--- src/rtl/ov7670_cap_pkg.sv ---
// Shared types and geometry helpers for the OV7670 capture path.
// Used by the frame-capture front end and intended for later capture/VGA blocks.
//   cap_state_t   : capture FSM state encoding
//   dec_width()   : active width after decimation
//   dec_height()  : active height after decimation
package ov7670_cap_pkg;

  typedef enum logic [1:0] {
    IDLE,
    WAIT_VS,
    CAPTURE,
    DONE
  } cap_state_t;

  localparam int unsigned FRAME_CNT_W = 16;

  function automatic int unsigned dec_width(input int unsigned h_active,
                                            input int unsigned decim);
    return h_active / decim;
  endfunction

  function automatic int unsigned dec_height(input int unsigned v_active,
                                             input int unsigned decim);
    return v_active / decim;
  endfunction

endpackage

--- src/rtl/ov7670_frame_capture_if.sv ---
// Video buffer write port driven by the frame-capture block.
//   wr_dv   : write strobe, one cycle per stored pixel
//   wr_addr : linear pixel address
//   wr_data : pixel value
// Modports: master (capture block), slave (buffer).
interface ov7670_frame_capture_if #(
  parameter int unsigned ADDR_W = 19,
  parameter int unsigned DATA_W = 8
);

  logic              wr_dv;
  logic [ADDR_W-1:0] wr_addr;
  logic [DATA_W-1:0] wr_data;

  modport master (
    output wr_dv,
    output wr_addr,
    output wr_data
  );

  modport slave (
    input wr_dv,
    input wr_addr,
    input wr_data
  );

endinterface

--- src/rtl/cam_sync_edge.sv ---
// Two-flop synchroniser with rise/fall pulse detection for one camera control line.
//   clk     : system clock
//   reset_  : asynchronous active-high reset
//   sig_i   : asynchronous input
//   level_o : synchronised level
//   rise_o  : one-cycle pulse on synchronised 0->1
//   fall_o  : one-cycle pulse on synchronised 1->0
module cam_sync_edge (
  input  logic clk,
  input  logic reset_,
  input  logic sig_i,
  output logic level_o,
  output logic rise_o,
  output logic fall_o
);

  logic meta_q, sync_q, prev_q;

  always_ff @(posedge clk or posedge reset_) begin
    if (reset_) begin
      meta_q <= 1'b0;
      sync_q <= 1'b0;
      prev_q <= 1'b0;
    end else begin
      meta_q <= sig_i;
      sync_q <= meta_q;
      prev_q <= sync_q;
    end
  end

  assign level_o = sync_q;
  assign rise_o  = sync_q & ~prev_q;
  assign fall_o  = ~sync_q & prev_q;

endmodule

--- src/rtl/ov7670_frame_capture.sv ---
// OV7670 pixel-capture front end.
// Samples camera PCLK/HREF/VSYNC/D in the system clock domain, assembles 1- or 2-byte
// pixels, optionally decimates 2x/4x and writes kept pixels to the video buffer.
//   clk, reset_        : system clock (>= 4x PCLK), async active-high reset
//   i_pclk/i_href/i_vsync/i_d : camera pins (asynchronous)
//   i_arm, i_stop      : one-cycle control pulses; i_continuous selects free-running capture
//   wr                 : buffer write port (wr_dv / wr_addr / wr_data)
//   o_busy             : FSM not idle
//   o_frame_done       : one-cycle pulse at frame end
//   o_frame_cnt        : completed frames (wrapping)
//   o_err_line         : sticky, an HREF span had the wrong byte count
//   o_err_frame        : sticky, a frame had the wrong line count
module ov7670_frame_capture
  import ov7670_cap_pkg::*;
#(
  parameter int unsigned H_ACTIVE  = 640,
  parameter int unsigned V_ACTIVE  = 480,
  parameter int unsigned BPP_BYTES = 1,
  parameter int unsigned DECIM     = 1,
  parameter int unsigned ADDR_W    = $clog2((H_ACTIVE / DECIM) * (V_ACTIVE / DECIM))
) (
  input  logic                   clk,
  input  logic                   reset_,
  input  logic                   i_pclk,
  input  logic                   i_href,
  input  logic                   i_vsync,
  input  logic [7:0]             i_d,
  input  logic                   i_arm,
  input  logic                   i_continuous,
  input  logic                   i_stop,
  ov7670_frame_capture_if.master wr,
  output logic                   o_busy,
  output logic                   o_frame_done,
  output logic [FRAME_CNT_W-1:0] o_frame_cnt,
  output logic                   o_err_line,
  output logic                   o_err_frame
);

  localparam int unsigned DataW     = 8 * BPP_BYTES;
  localparam int unsigned LineBytes = H_ACTIVE * BPP_BYTES;
  localparam int unsigned XW        = $clog2(H_ACTIVE + 1) + 1;
  localparam int unsigned YW        = $clog2(V_ACTIVE + 2) + 1;
  localparam int unsigned BW        = $clog2(LineBytes + 2) + 1;

  localparam logic [XW-1:0]     HMax      = XW'(H_ACTIVE);
  localparam logic [YW-1:0]     VMax      = YW'(V_ACTIVE);
  localparam logic [YW-1:0]     YSat      = YW'(V_ACTIVE + 1);
  localparam logic [BW-1:0]     LineBytesW = BW'(LineBytes);
  localparam logic [BW-1:0]     BSat      = BW'(LineBytes + 1);
  localparam logic [ADDR_W-1:0] OutW      = ADDR_W'(dec_width(H_ACTIVE, DECIM));
  localparam logic              PhLast    = 1'(BPP_BYTES - 1);
  // DECIM is a power of two, so x%DECIM == 0 reduces to masking the low bits.
  localparam logic [1:0]        DecMask   = 2'(DECIM - 1);

  // Synchronised camera controls
  logic pclk_lvl, pclk_rise, pclk_fall;
  logic href_lvl, href_rise, href_fall;
  logic vs_lvl, vs_rise, vs_fall;

  cam_sync_edge u_sync_pclk (
    .clk    (clk),
    .reset_ (reset_),
    .sig_i  (i_pclk),
    .level_o(pclk_lvl),
    .rise_o (pclk_rise),
    .fall_o (pclk_fall)
  );

  cam_sync_edge u_sync_href (
    .clk    (clk),
    .reset_ (reset_),
    .sig_i  (i_href),
    .level_o(href_lvl),
    .rise_o (href_rise),
    .fall_o (href_fall)
  );

  cam_sync_edge u_sync_vsync (
    .clk    (clk),
    .reset_ (reset_),
    .sig_i  (i_vsync),
    .level_o(vs_lvl),
    .rise_o (vs_rise),
    .fall_o (vs_fall)
  );

  logic unused_sigs;
  assign unused_sigs = ^{pclk_lvl, pclk_fall, vs_lvl};

  cap_state_t state_q, state_d;
  logic       stop_pend_q;

  logic [7:0]             d_meta_q, d_sync_q;
  logic                   phase_q;
  logic [DataW-1:0]       pix_q, pix_asm;
  logic [BW-1:0]          byte_cnt_q;
  logic [XW-1:0]          x_q;
  logic [YW-1:0]          y_q;
  logic                   line_act_q;
  logic [ADDR_W-1:0]      row_base_q, col_q;
  logic                   wr_dv_q;
  logic [ADDR_W-1:0]      wr_addr_q;
  logic [DataW-1:0]       wr_data_q;
  logic [FRAME_CNT_W-1:0] frame_cnt_q;
  logic                   err_line_q, err_frame_q;

  logic capturing, arm_ok, stop_now, byte_ev, pix_done, keep;
  logic line_end, line_short, row_kept;

  assign capturing = (state_q == CAPTURE);
  assign arm_ok    = (state_q == IDLE) && i_arm;
  assign stop_now  = stop_pend_q | i_stop;

  // HREF rise takes priority; camera HREF moves on PCLK fall so the two never coincide.
  assign byte_ev  = capturing && pclk_rise && href_lvl && !href_rise;
  assign pix_done = byte_ev && (phase_q == PhLast);
  assign keep     = pix_done && (x_q < HMax) && (y_q < VMax) &&
                    ((x_q[1:0] & DecMask) == 2'b00) && ((y_q[1:0] & DecMask) == 2'b00);
  // Truncating the concatenation keeps the first byte in the MSBs for 2-byte pixels.
  assign pix_asm  = DataW'({pix_q, d_sync_q});

  // VSYNC rising during an active line closes it as a short line.
  assign line_end   = capturing && line_act_q && (href_fall || vs_rise);
  assign line_short = vs_rise || (byte_cnt_q != LineBytesW);
  assign row_kept   = (y_q < VMax) && ((y_q[1:0] & DecMask) == 2'b00);

  // FSM
  always_comb begin
    state_d = state_q;
    unique case (state_q)
      IDLE:    if (i_arm) state_d = WAIT_VS;
      WAIT_VS: if (vs_fall) state_d = CAPTURE;
      CAPTURE: if (vs_rise) state_d = DONE;
      DONE:    state_d = (i_continuous && !stop_now) ? WAIT_VS : IDLE;
      default: state_d = IDLE;
    endcase
  end

  always_ff @(posedge clk or posedge reset_) begin
    if (reset_) begin
      state_q     <= IDLE;
      stop_pend_q <= 1'b0;
    end else begin
      state_q <= state_d;
      if (state_q != IDLE && state_d == IDLE) begin
        stop_pend_q <= 1'b0;
      end else if (i_stop && (state_q != IDLE || i_arm)) begin
        stop_pend_q <= 1'b1;
      end
    end
  end

  // Datapath: byte assembly, x/y/address counters, errors, registered write port
  always_ff @(posedge clk or posedge reset_) begin
    if (reset_) begin
      d_meta_q    <= '0;
      d_sync_q    <= '0;
      phase_q     <= 1'b0;
      pix_q       <= '0;
      byte_cnt_q  <= '0;
      x_q         <= '0;
      y_q         <= '0;
      line_act_q  <= 1'b0;
      row_base_q  <= '0;
      col_q       <= '0;
      wr_dv_q     <= 1'b0;
      wr_addr_q   <= '0;
      wr_data_q   <= '0;
      frame_cnt_q <= '0;
      err_line_q  <= 1'b0;
      err_frame_q <= 1'b0;
    end else begin
      // Data bus follows the same two-stage delay as PCLK so it is stable at the sync edge.
      d_meta_q <= i_d;
      d_sync_q <= d_meta_q;

      wr_dv_q <= keep;
      if (keep) begin
        wr_addr_q <= row_base_q + col_q;
        wr_data_q <= pix_asm;
      end

      if (state_q == WAIT_VS && vs_fall) begin
        y_q        <= '0;
        row_base_q <= '0;
        line_act_q <= 1'b0;
      end else if (capturing) begin
        if (href_rise) begin
          line_act_q <= 1'b1;
          phase_q    <= 1'b0;
          byte_cnt_q <= '0;
          x_q        <= '0;
          col_q      <= '0;
        end else if (byte_ev) begin
          pix_q <= pix_asm;
          if (byte_cnt_q != BSat) byte_cnt_q <= byte_cnt_q + 1'b1;
          if (pix_done) begin
            phase_q <= 1'b0;
            if (x_q != HMax) x_q <= x_q + 1'b1;
            if (keep) col_q <= col_q + 1'b1;
          end else begin
            phase_q <= phase_q + 1'b1;
          end
        end
        if (line_end) begin
          line_act_q <= 1'b0;
          if (y_q != YSat) y_q <= y_q + 1'b1;
          if (row_kept) row_base_q <= row_base_q + OutW;
          if (line_short) err_line_q <= 1'b1;
        end
      end

      if (state_q == DONE) begin
        frame_cnt_q <= frame_cnt_q + 1'b1;
        if (y_q != VMax) err_frame_q <= 1'b1;
      end

      if (arm_ok) begin
        err_line_q  <= 1'b0;
        err_frame_q <= 1'b0;
      end
    end
  end

  assign wr.wr_dv   = wr_dv_q;
  assign wr.wr_addr = wr_addr_q;
  assign wr.wr_data = wr_data_q;

  assign o_busy       = (state_q != IDLE);
  assign o_frame_done = (state_q == DONE);
  assign o_frame_cnt  = frame_cnt_q;
  assign o_err_line   = err_line_q;
  assign o_err_frame  = err_frame_q;

endmodule

--- src/flat_wrapper.sv ---
// flat-port wrapper written by rule: the top's interface ports become plain ports
module ov7670_frame_capture_flat import ov7670_cap_pkg::*;
#(
  parameter int unsigned H_ACTIVE  = 640,
  parameter int unsigned V_ACTIVE  = 480,
  parameter int unsigned BPP_BYTES = 1,
  parameter int unsigned DECIM     = 1,
  parameter int unsigned ADDR_W    = $clog2((H_ACTIVE / DECIM) * (V_ACTIVE / DECIM))
)
  (clk, reset_, i_pclk, i_href, i_vsync, i_d, i_arm, i_continuous, i_stop, o_busy, o_frame_done, o_frame_cnt, o_err_line, o_err_frame, wr_wr_dv, wr_wr_addr, wr_wr_data);
  ov7670_frame_capture_if #(.ADDR_W(ADDR_W), .DATA_W(8)) wr_i ();
  input  logic clk;
  input  logic reset_;
  input  logic i_pclk;
  input  logic i_href;
  input  logic i_vsync;
  input  logic [7:0] i_d;
  input  logic i_arm;
  input  logic i_continuous;
  input  logic i_stop;
  output logic o_busy;
  output logic o_frame_done;
  output logic [FRAME_CNT_W-1:0] o_frame_cnt;
  output logic o_err_line;
  output logic o_err_frame;
  output wire logic [$bits(wr_i.wr_dv)-1:0] wr_wr_dv;
  output wire logic [$bits(wr_i.wr_addr)-1:0] wr_wr_addr;
  output wire logic [$bits(wr_i.wr_data)-1:0] wr_wr_data;
  assign wr_wr_dv = wr_i.wr_dv;
  assign wr_wr_addr = wr_i.wr_addr;
  assign wr_wr_data = wr_i.wr_data;
  ov7670_frame_capture #(.H_ACTIVE(H_ACTIVE), .V_ACTIVE(V_ACTIVE), .BPP_BYTES(BPP_BYTES), .DECIM(DECIM), .ADDR_W(ADDR_W)) u_core (.clk(clk), .reset_(reset_), .i_pclk(i_pclk), .i_href(i_href), .i_vsync(i_vsync), .i_d(i_d), .i_arm(i_arm), .i_continuous(i_continuous), .i_stop(i_stop), .wr(wr_i), .o_busy(o_busy), .o_frame_done(o_frame_done), .o_frame_cnt(o_frame_cnt), .o_err_line(o_err_line), .o_err_frame(o_err_frame));
endmodule
--- config.mk ---
export PLATFORM = sky130hd
export DESIGN_NAME = ov7670_frame_capture_flat
export DESIGN_NICKNAME = d
export VERILOG_FILES = /design/src/rtl/ov7670_cap_pkg.sv /design/src/rtl/ov7670_frame_capture_if.sv /design/src/rtl/cam_sync_edge.sv /design/src/rtl/ov7670_frame_capture.sv /design/src/flat_wrapper.sv
export SDC_FILE = /design/constraint.sdc
export NUM_CORES = 1
export LEC_CHECK = 0
export ABC_AREA = 1
export BUFFER_PORTS_ARGS = -buffer_cell sky130_fd_sc_hd__buf_4
export CORE_ASPECT_RATIO = 0.5
export CORE_MARGIN = 4
export CORE_UTILIZATION = 25
export DETAILED_ROUTE_END_ITERATION = 10
export HOLD_SLACK_MARGIN = 0.02
export PLACE_DENSITY = 0.47
export SLEW_MARGIN = 10
export SYNTH_ARGS = -nofsm -noshare
export SYNTH_HDL_FRONTEND = slang
export SYNTH_SLANG_ARGS = --single-unit
--- constraint.sdc ---
create_clock -name clk -period 4.9 [get_ports clk]
set_input_delay 0.49 -clock clk [delete_from_list [all_inputs] [get_ports clk]]
set_output_delay 0.49 -clock clk [all_outputs]
set_load 0.005 [all_outputs]
## Yosys cells after proc, flatten, opt, wreduce, memory -nomap -nowiden

Index checks and enable logic that the tools add are counted.

- Reduce and logical (&&, ||, !) cells: 46
- $add $sub $neg: 8
- Mux-type cells: 41
- Equality and inequality tests: 9
- $lt $le $gt $ge: 2
- Bitwise operators: 13

Operator list:

| cell | count |
|---|---|
| $mux 19 | 8 |
| $mux 11 | 7 |
| $mux 10 | 4 |
| $ne 11x10->1 const B | 3 |
| $reduce_bool 2->1 | 16 |
| $add 11x1->11 const B | 2 |
| $ne 10x9->1 const B | 2 |
| $add 19x1->19 const B | 1 |
| $add 19x10->19 const B | 1 |
| $add 19x19->19 | 1 |
| $mux 1 | 18 |
| $add 16x1->16 const B | 1 |
| $logic_and 1x1->1 | 13 |
| $lt 11x10->1 const B | 1 |
| $add 10x1->10 const B | 1 |
| $lt 10x9->1 const B | 1 |
| $reduce_and 5->1 | 2 |
| $reduce_and 3->1 | 3 |
| $pmux 2 s4 | 1 |
| $reduce_and 4->1 | 2 |
| $not 1->1 | 7 |
| $mux 2 | 3 |
| $and 1x1->1 | 5 |
| $eq 2x2->1 const B | 2 |
| other kinds (9) | 14 |

- Register bits: 146
- Output and inout port bits: 48

## Longest topological paths before layout

Gate-level depths: netlist of the first run.

- Depth in word-level cells: 12
- Mapped depth: 10

## Hierarchy

A second synthesis of the first run with hierarchy kept.

- Cell total of the unflattened synthesis: 958
- Area total of the unflattened synthesis: 7626.1 sq um

By module, submodules not included:

| module | cells each | area an instance (sq um) | seq. area each (sq um) | instances |
|---|---|---|---|---|
| ov7670_frame_capture | 934 | 7344.5 | 3253.1 | 1 |
| cam_sync_edge | 8 | 93.8 | 75.1 | 3 |

## Least setup slack after synthesis of the first run

Ideal clock, no wire load.

- Path kind: register -> register
- From: register u_core.row_base_q[9]
- To: register u_core.wr_addr_q[12], in the netlist u_core.wr.wr_addr[12]
- Setup slack: 3.274 ns
- Arrival: 1.509 ns
- Data required time: 4.783 ns
- Cell stages (with the launch flop): 9
- Cell sequence: dfrtp_1 > ha_1 > nand2_1 > nand3_1 > nand2_1 > nand2_1 > or2_2 > nand3_1 > nand2_1

- Longest elaborated chain between the ends: 1

RTL lines:

| element | line | RTL |
|---|---|---|
| start, declared | ov7670_frame_capture.sv:100 | `logic [ADDR_W-1:0] row_base_q, col_q;` |
| start signal, assigned | ov7670_frame_capture.sv:208 | `if (row_kept) row_base_q <= row_base_q + OutW;` |
| $add 19x19->19 | ov7670_frame_capture.sv:179 | `wr_addr_q <= row_base_q + col_q;` |
| end signal, assigned | ov7670_frame_capture.sv:179 |  |
| end, declared | ov7670_frame_capture.sv:102 | `logic [ADDR_W-1:0] wr_addr_q;` |

No other way between the ends.
A chain may end at the register's enable or synchronous reset.

## Worst setup path in the final report of the first run

- From: register u_core.u_sync_href.sync_q, in the netlist u_core.u_sync_href.level_o
- To: register u_core.col_q[14]

- Longest elaborated chain between the ends: 8
- Elaborated cells on any way between the ends: 12
- Those cells by class: 1 x mux; 1 x bitwise; 10 x reduce/logical

RTL lines:

| element | line | RTL |
|---|---|---|
| start, declared | cam_sync_edge.sv:17 | `logic meta_q, sync_q, prev_q;` |
| start signal, assigned | cam_sync_edge.sv:26 | `sync_q <= meta_q;` |
| $and 1x1->1 | cam_sync_edge.sv:32 | `assign rise_o = sync_q & ~prev_q;` |
| $logic_not 1->1 | ov7670_frame_capture.sv:115 | `assign byte_ev = capturing && pclk_rise && href_lvl && !href_rise;` |
| $logic_and 1x1->1 | ov7670_frame_capture.sv:115 |  |
| $logic_and 1x1->1 | ov7670_frame_capture.sv:116 | `assign pix_done = byte_ev && (phase_q == PhLast);` |
| $logic_and 1x1->1 (2 in a row) | ov7670_frame_capture.sv:117 | `assign keep = pix_done && (x_q < HMax) && (y_q < VMax) &&` |
| $reduce_bool 2->1 (no line) | - |  |
| $reduce_and 5->1 (no line) | - |  |
| end signal, assigned | ov7670_frame_capture.sv:200 | `if (keep) col_q <= col_q + 1'b1;` |
| end, declared | ov7670_frame_capture.sv:100 |  |

Parallel ways exist; a longest one is shown, timed or not.

==> results.py, run 1 <==
metrics = {
    "setup_path": {
        "regToRegStartpoint": "u_core.u_sync_href.level_o$_DFF_PP0_",
        "cp.required_ns": 5.21,
        "worstPathArrival_ns": 3.30,
        "endpoint": "u_core.col_q[14]$_DFFE_PP0P_",
        "startpoint_type": "flip-flop",
        "reg2reg_slack_ns": 1.90,
        "critPathMaxFanout": 34,
        "critical_path.startpoint": "u_core.u_sync_href.level_o$_DFF_PP0_",
        "rr_worst_depth": 8,
        "crit_type": "reg -> reg",
        "reg2reg_to": "u_core.col_q[14]$_DFFE_PP0P_",
        "end_kind": "flip-flop",
    },
    "sta": {
        "worst_pin_slew_ns": 0.9245,
        "finClkSkew_ns": 0.009468,
        "relSlewSlack": 0.3837,
        "max_freq_ghz": 0.3337,
        "finalHoldWorstSlack_ns": 0.1674,
        "fin_setup_tns_ns": 0,
        "fin_crit_ns": 2.996,
        "min_period_over_period": 0.6115,
        "hold_violations": 0,
        "slew_viol_final": 0,
        "rsz0062_at_grt": "no",
        "setup_viol": 0,
    },
    "clock_network": {
        "clk_latency_ns": 0.43,
        "cts_tree": "built",
        "h-tree-depth": 4,
        "cts_setup_buffers": 0,
        "ctsHoldBuffers": 0,
        "numCtsBuffers": 17,
        "ctsResizeCount": 0,
        "root_buffer": "clkbuf_16",
        "clkTransAtPathRegs_ns": 0.06,
        "cts_max_path_buffers": 2,
        "cts_num_sinks": 139,
    },
    "pwr": {
        "power_density_nw_per_um2": 367.0,
        "ir_drop_mv": 0.2584,
        "p_leak_nw": 4.402,
        "finalPower_w": 0.003325,
    },
    "status": {
        "status": "completed",
    },
    "die": {
        "start_util": 0.2577,
        "dieArea_um2": 33390,
        "dieWidth_um": 254.4,
        "core-area_um2": 29450,
        "dieHeight_um": 131.2,
        "io_pins": 64,
        "rows": 44,
    },
    "route": {
        "dr_wl_met2_um": 8347,
        "dr.max_layer_used": "met4",
        "drt-initial-drc-count": 455,
        "routed-via-count": 6370,
        "wirelength_um": 19150,
        "wl_met1_um": 9763,
        "first_pass_iters": 5,
        "drc": 0,
        "routedWlPerCell_um": 13.14,
        "vias_per_cell": 4.369,
        "drt.antenna.violating_nets": 0,
        "dr_wl_met3_um": 841,
    },
    "flow_run": {
        "drv_cap": 0,
    },
    "synth": {
        "synthTopCellsByArea": "dfrtp_1 (46%), nand2_1 (17%), inv_1 (5.2%)",
        "syn_area_um2": 7591,
        "synthFlopType": "dfrtp_1",
        "synth_warnings": 0,
        "synth_seq_cells": 139,
        "async_reset_ff_frac": 1.000,
        "synth.distinct_cells": 37,
        "seq_area_frac_synth": 0.4582,
        "syn_nets": 1032,
        "synth_edf_count": 0,
        "netlist_instances": 994,
        "synth_top_area_frac": 0.4582,
        "synth_area_leader_cell": "dfrtp_1",
        "avgSynthCellArea_um2": 7.637,
    },
    "worst_hold_path": {
        "hold_class": "in -> reg",
    },
    "global_routing": {
        "grt_usage": 0.1184,
        "grt_overflow": 0,
        "grt_antenna_before_repair": 0,
        "grt_pass1_wl_um": 31820,
        "grt_pass1_vias": 6078,
        "grt_max_degree": 102,
    },
    "placed_design": {
        "postPlaceCellArea_um2": 8447,
        "port_buffers": 63,
        "gp_congestion": 0.8046,
        "dp_hpwl_um": 13940,
    },
    "final_layout": {
        "final_layout_size_suffix_gt1_frac": 0.1200,
        "fin_util": 0.3076,
        "final_cell_area_um2": 9060,
        "fillers": 3103,
        "diodes": 0,
        "area_growth_pct": 19.35,
        "nNetsFinal": 1095,
    },
}
registers in the layout, indices dropped and copies added, names as in the netlist, 2 cells and up:
register            count
u_core.d_meta_q         8
u_core.wr.wr_data       8
u_core.col_q           19
u_core.o_frame_cnt     16
u_core.byte_cnt_q      11
u_core.y_q             10
u_core.wr.wr_addr      19
u_core.x_q             11
u_core.row_base_q      12
u_core.d_sync_q         8
u_core.state_q          2
how the worst min path moves through the flow:
stage | start | endpoint | slack (ns) | cells after the start
finish | i_d[7] | u_core.d_meta_q[7]$_DFF_PP0_ | 0.17 | 1
global route | i_pclk | u_core.u_sync_pclk.meta_q$_DFF_PP0_ | 0.13 | 1
CTS | i_d[7] | u_core.d_meta_q[7]$_DFF_PP0_ | 0.14 | 1
detailed placement | u_core.d_meta_q[2]$_DFF_PP0_ | u_core.d_sync_q[2]$_DFF_PP0_ | 0.33 | 0
global placement | u_core.d_meta_q[2]$_DFF_PP0_ | u_core.d_sync_q[2]$_DFF_PP0_ | 0.33 | 0
floorplan | u_core.d_meta_q[0]$_DFF_PP0_ | u_core.d_sync_q[0]$_DFF_PP0_ | 0.33 | 0
metal layers:
layer | global-route usage | vias up
met1 | 0.1651 | 2939
met5 | 0 | -
met2 | 0.1769 | 105
met4 | 0.03469 | 0
li1 | - | 3312
met3 | 0.03693 | 14
placed cells by master (no fill, tap or decap), types with 22 or more instances in the layout:
cell type / Yosys / routed
buf_4: 5 / 64
ha_1: 22 / 22
nor2_1: 92 / 92
nand3_1: 77 / 77
inv_1: 105 / 104
nand2_1: 335 / 335
dfrtp_1: 139 / 139
xor2_1: 23 / 23
nand4_1: 34 / 34
o21ai_0: 50 / 50
per-stage QoR:
| stage | cells | setup WS (ns) |
|---|---|---|
| 2_1_floorplan | 994 | 0.6855 |
| 3_3_place_gp | 1429 | 1.955 |
| 3_5_place_dp | 1429 | 1.847 |
| 4_1_cts | 1458 | 1.828 |
| 5_1_grt | 1458 | 1.569 |
| 6_report | 1458 | 1.904 |
cell usage after synthesis, types with 3 or more instances:
cell / instances
a21oi_1: 11
buf_1: 3
buf_2: 6
buf_4: 5
dfrtp_1: 139
ha_1: 22
inv_1: 105
inv_2: 3
nand2_1: 335
nand2_2: 9
nand3_1: 77
nand3b_1: 3
nand4_1: 34
nor2_1: 92
nor3_1: 18
nor3_2: 5
o21ai_0: 50
o21ai_1: 8
o21ai_2: 4
or2_2: 6
xnor2_1: 14
xor2_1: 23
report_power, final:
| part | internal [W] | leakage, nW | switching (W) |
|---|---|---|---|
| Sequential | 0.00127 | 1.86 | 0.000139 |
| Combinational | 0.000216 | 2.25 | 0.000335 |
| Clock | 0.000880 | 0.301 | 0.000484 |
final cells by class:
class                   count  area, µm²  share of cell area
inverters                 109      414.1             0.04571
flip-flops and latches    139       3478              0.3839
clock inverters             8      142.6             0.01574
repair buffers             64      480.5             0.05303
well taps                 391      489.2             0.05400
clock buffers              21      470.5             0.05193
multi-input cells         726       3585              0.3957
worst max-delay path, stage by stage (launching register included):
cell and delay [ns]:
dfrtp_1 0.42, nand2_2 0.55, inv_1 0.43, nor2_2 0.25, nand3_4 0.35, nand2_2 0.49, inv_2 0.20, nand2_1 0.09
o21ai_0 0.08
logic make-up after synthesis:
| group | Yosys count | synth area share |
|---|---|---|
| simple gates | 588 | 0.3367 |
| flops | 139 | 0.4582 |
| buf+inv | 129 | 0.06956 |
| compound gates | 79 | 0.05654 |
| xor+xnor | 37 | 0.04269 |
| fa+ha+maj | 22 | 0.03626 |
(Power assumes the default switching activity.)
==> inputs of run 2 (changes only) <==
==> constraint.sdc (replaced) <==
create_clock -name clk -period 2.8 [get_ports clk]
set_input_delay 0.28 -clock clk [delete_from_list [all_inputs] [get_ports clk]]
set_output_delay 0.28 -clock clk [all_outputs]
set_load 0.005 [all_outputs]
==> run 2 against run 1 <==
Sequential power grew 75%. Critical path type unchanged. Setup slack worse by 1.3 ns. Combinational power increased by 77%. Global-route usage increased by 0.17 points. Sequential cell count is the same. Utilization up 0.36 points. Die area unchanged. Via count rose by 1.7%. Final cell count up 1.4%. Sequential share of layout area decreased by 0.44 points. Clock power grew 50%. First-iteration DRC count down 17%.
==> results.py, run 2 (synthesis gave the netlist of run 1 again) <==
metrics = {
    "global_routing": {
        "grt_pass1_wl_um": 32830,
        "grt_pass1_vias": 6360,
        "grt_antenna_before_repair": 0,
        "grt_overflow": 0,
        "grt_max_degree": 55,
        "grt_usage": 0.1201,
    },
    "final_layout": {
        "fillers": 3125,
        "final_layout_size_suffix_gt1_frac": 0.1268,
        "nNetsFinal": 1113,
        "final_cell_area_um2": 9165,
        "multiInputGateArea_um2": 3585,
        "area_growth_pct": 20.74,
        "diodes": 0,
        "layout_common_cells": "nand2_1 (335), dfrtp_1 (139), inv_1 (104), nor2_1 (92), nand3_1 (77)",
        "layout.area.seq_um2": 3478,
        "final_common_cell": "nand2_1",
    },
    "pwr": {
        "swShare": 0.3171,
        "p_int_w": 0.003747,
        "power_frac_comb": 0.178,
        "ir_drop_mv": 0.4538,
        "clkPwrFrac": 0.371,
        "p_switching_w": 0.001740,
        "finalPower_w": 0.005487,
        "power_density_nw_per_um2": 598.7,
        "seq_power_share": 0.451,
        "p_leak_nw": 4.439,
    },
    "die": {
        "dieHeight_um": 131.2,
        "dieArea_um2": 33390,
        "dieWidth_um": 254.4,
        "start_util": 0.2577,
        "io_pins": 64,
        "rows": 44,
        "core-area_um2": 29450,
    },
    "setup_path": {
        "critical_path.startpoint": "u_core.u_sync_href.level_o$_DFF_PP0_",
        "cp.required_ns": 3.14,
        "end_kind": "flip-flop",
        "crit_path_frequent_cell": "nand2_2",
        "crit_type": "reg -> reg",
        "crit_chain": "nand2_2 > inv_1 > nor2_2 > nand3_4 > nand2_2 > inv_2 > o21ai_0",
        "regToRegStartpoint": "u_core.u_sync_href.level_o$_DFF_PP0_",
        "worstPathArrival_ns": 2.53,
        "reg2reg_slack_ns": 0.61,
        "startpoint_type": "flip-flop",
        "reg2reg_to": "u_core.col_q[14]$_DFFE_PP0P_",
        "critPathMaxStageDelay_ns": 0.44,
        "rr_worst_depth": 7,
        "critPathMaxFanout": 25,
        "crit_slowest_cell": "nand2_2",
    },
    "placed_design": {
        "gp_congestion": 0.8567,
        "dp_hpwl_um": 14000,
        "postPlaceCellArea_um2": 8516,
        "port_buffers": 63,
    },
    "sta": {
        "finClkSkew_ns": 0.007327,
        "slew_viol_final": 0,
        "worst_pin_slew_ns": 0.7509,
        "min_period_over_period": 0.7811,
        "fin_crit_ns": 2.187,
        "rsz0062_at_grt": "no",
        "fin_setup_tns_ns": 0,
        "max_freq_ghz": 0.4572,
        "setup_viol": 0,
        "relSlewSlack": 0.4976,
        "hold_violations": 0,
    },
    "worst_hold_path": {
        "min_path_cells": 3,
        "hold_class": "in -> reg",
        "hp-start": "i_arm",
        "holdPathEnd": "u_core.stop_pend_q$_DFFE_PP0P_",
    },
    "clock_network": {
        "clkTransAtPathRegs_ns": 0.06,
        "cts_tree": "built",
        "cts_max_path_buffers": 2,
        "h-tree-depth": 4,
        "cts_setup_buffers": 0,
        "cts_num_sinks": 139,
        "ctsHoldBuffers": 12,
        "root_buffer": "clkbuf_16",
        "clk_latency_ns": 0.43,
        "numCtsBuffers": 17,
        "ctsResizeCount": 0,
    },
    "route": {
        "drt-initial-drc-count": 376,
        "first_pass_iters": 5,
        "vias_per_cell": 4.379,
        "routed-via-count": 6476,
        "wirelength_um": 19160,
        "routedWlPerCell_um": 12.95,
        "drc": 0,
        "drt.antenna.violating_nets": 0,
    },
    "flow_run": {
        "drv_cap": 0,
    },
    "status": {
        "status": "completed",
    },
}
[run 2: cell count changes in the layout (fill, tap and decap cells not counted), sizes merged]
cell         previous run  this run
buf                    64        70
bufinv                  4         0
clkbuf                 21        17
clkinv                  4        11
clkinvlp                1         5
dlygate4sd3             0        12
[run 2: worst max-delay path by stage]
stage	slack, ns	end	cells past startpoint
floorplan	0.78	u_core.byte_cnt_q[0]$_DFFE_PP0P_	1
global placement	0.67	u_core.col_q[14]$_DFFE_PP0P_	8
detailed placement	0.61	u_core.col_q[14]$_DFFE_PP0P_	7
CTS	0.60	u_core.col_q[14]$_DFFE_PP0P_	7
global route	0.40	u_core.col_q[1]$_DFFE_PP0P_	7
finish	0.61	u_core.col_q[14]$_DFFE_PP0P_	7
[run 2: power by group through the flow]
| stage | registers [W] | clock network (W) | logic, W |
|---|---|---|---|
| 4_1_cts | 0.00247 | 0.00213 | 0.00101 |
| 2_1_floorplan | 0.00244 | 0 | 0.000633 |
| 3_3_place_gp | 0.00250 | 0 | 0.000969 |
| 5_1_grt | 0.00251 | 0.00221 | 0.00114 |
| 6_report | 0.00247 | 0.00204 | 0.000978 |
| 3_5_place_dp | 0.00250 | 0 | 0.000989 |
[run 2: through the flow]
stage               hold slack (ns)  setup slack (ns)  cells    util
CTS                         0.05076            0.5959   1479  0.3112
global placement             0.3333            0.6689   1435  0.2891
detailed placement           0.3363            0.6135   1435  0.2891
global route                0.06471            0.4009   1479  0.3112
floorplan                    0.3114            0.7849    994       -
finish                      0.08139            0.6128   1479  0.3112
[run 2: critical path, delay by kind of cell, from the launching register on]
family,cells,cell delay [ns]
and+or+nand+nor,4,1.12
DFF,1,0.42
buffers and inverters,2,0.31
AOI/OAI and AO/OA,1,0.23
[run 2: final cells by class]
class / count / share of cell area
multi-input combinational: 726 / 0.3911
sequential: 139 / 0.3795
timing repair buffer: 82 / 0.07317
tap: 391 / 0.05338
clock buffer: 17 / 0.04642
inverter: 109 / 0.04505
clock inverter: 15 / 0.01133
[run 2: routing by layer]
layer | track usage | share of wire | vias to the layer above
met1 | 0.1671 | 0.51 | 3020
li1 | - | - | 3347
met2 | 0.1855 | 0.44 | 86
met5 | 0 | 0 | -
met4 | 0.03987 | 0.014 | 0
met3 | 0.02705 | 0.030 | 23
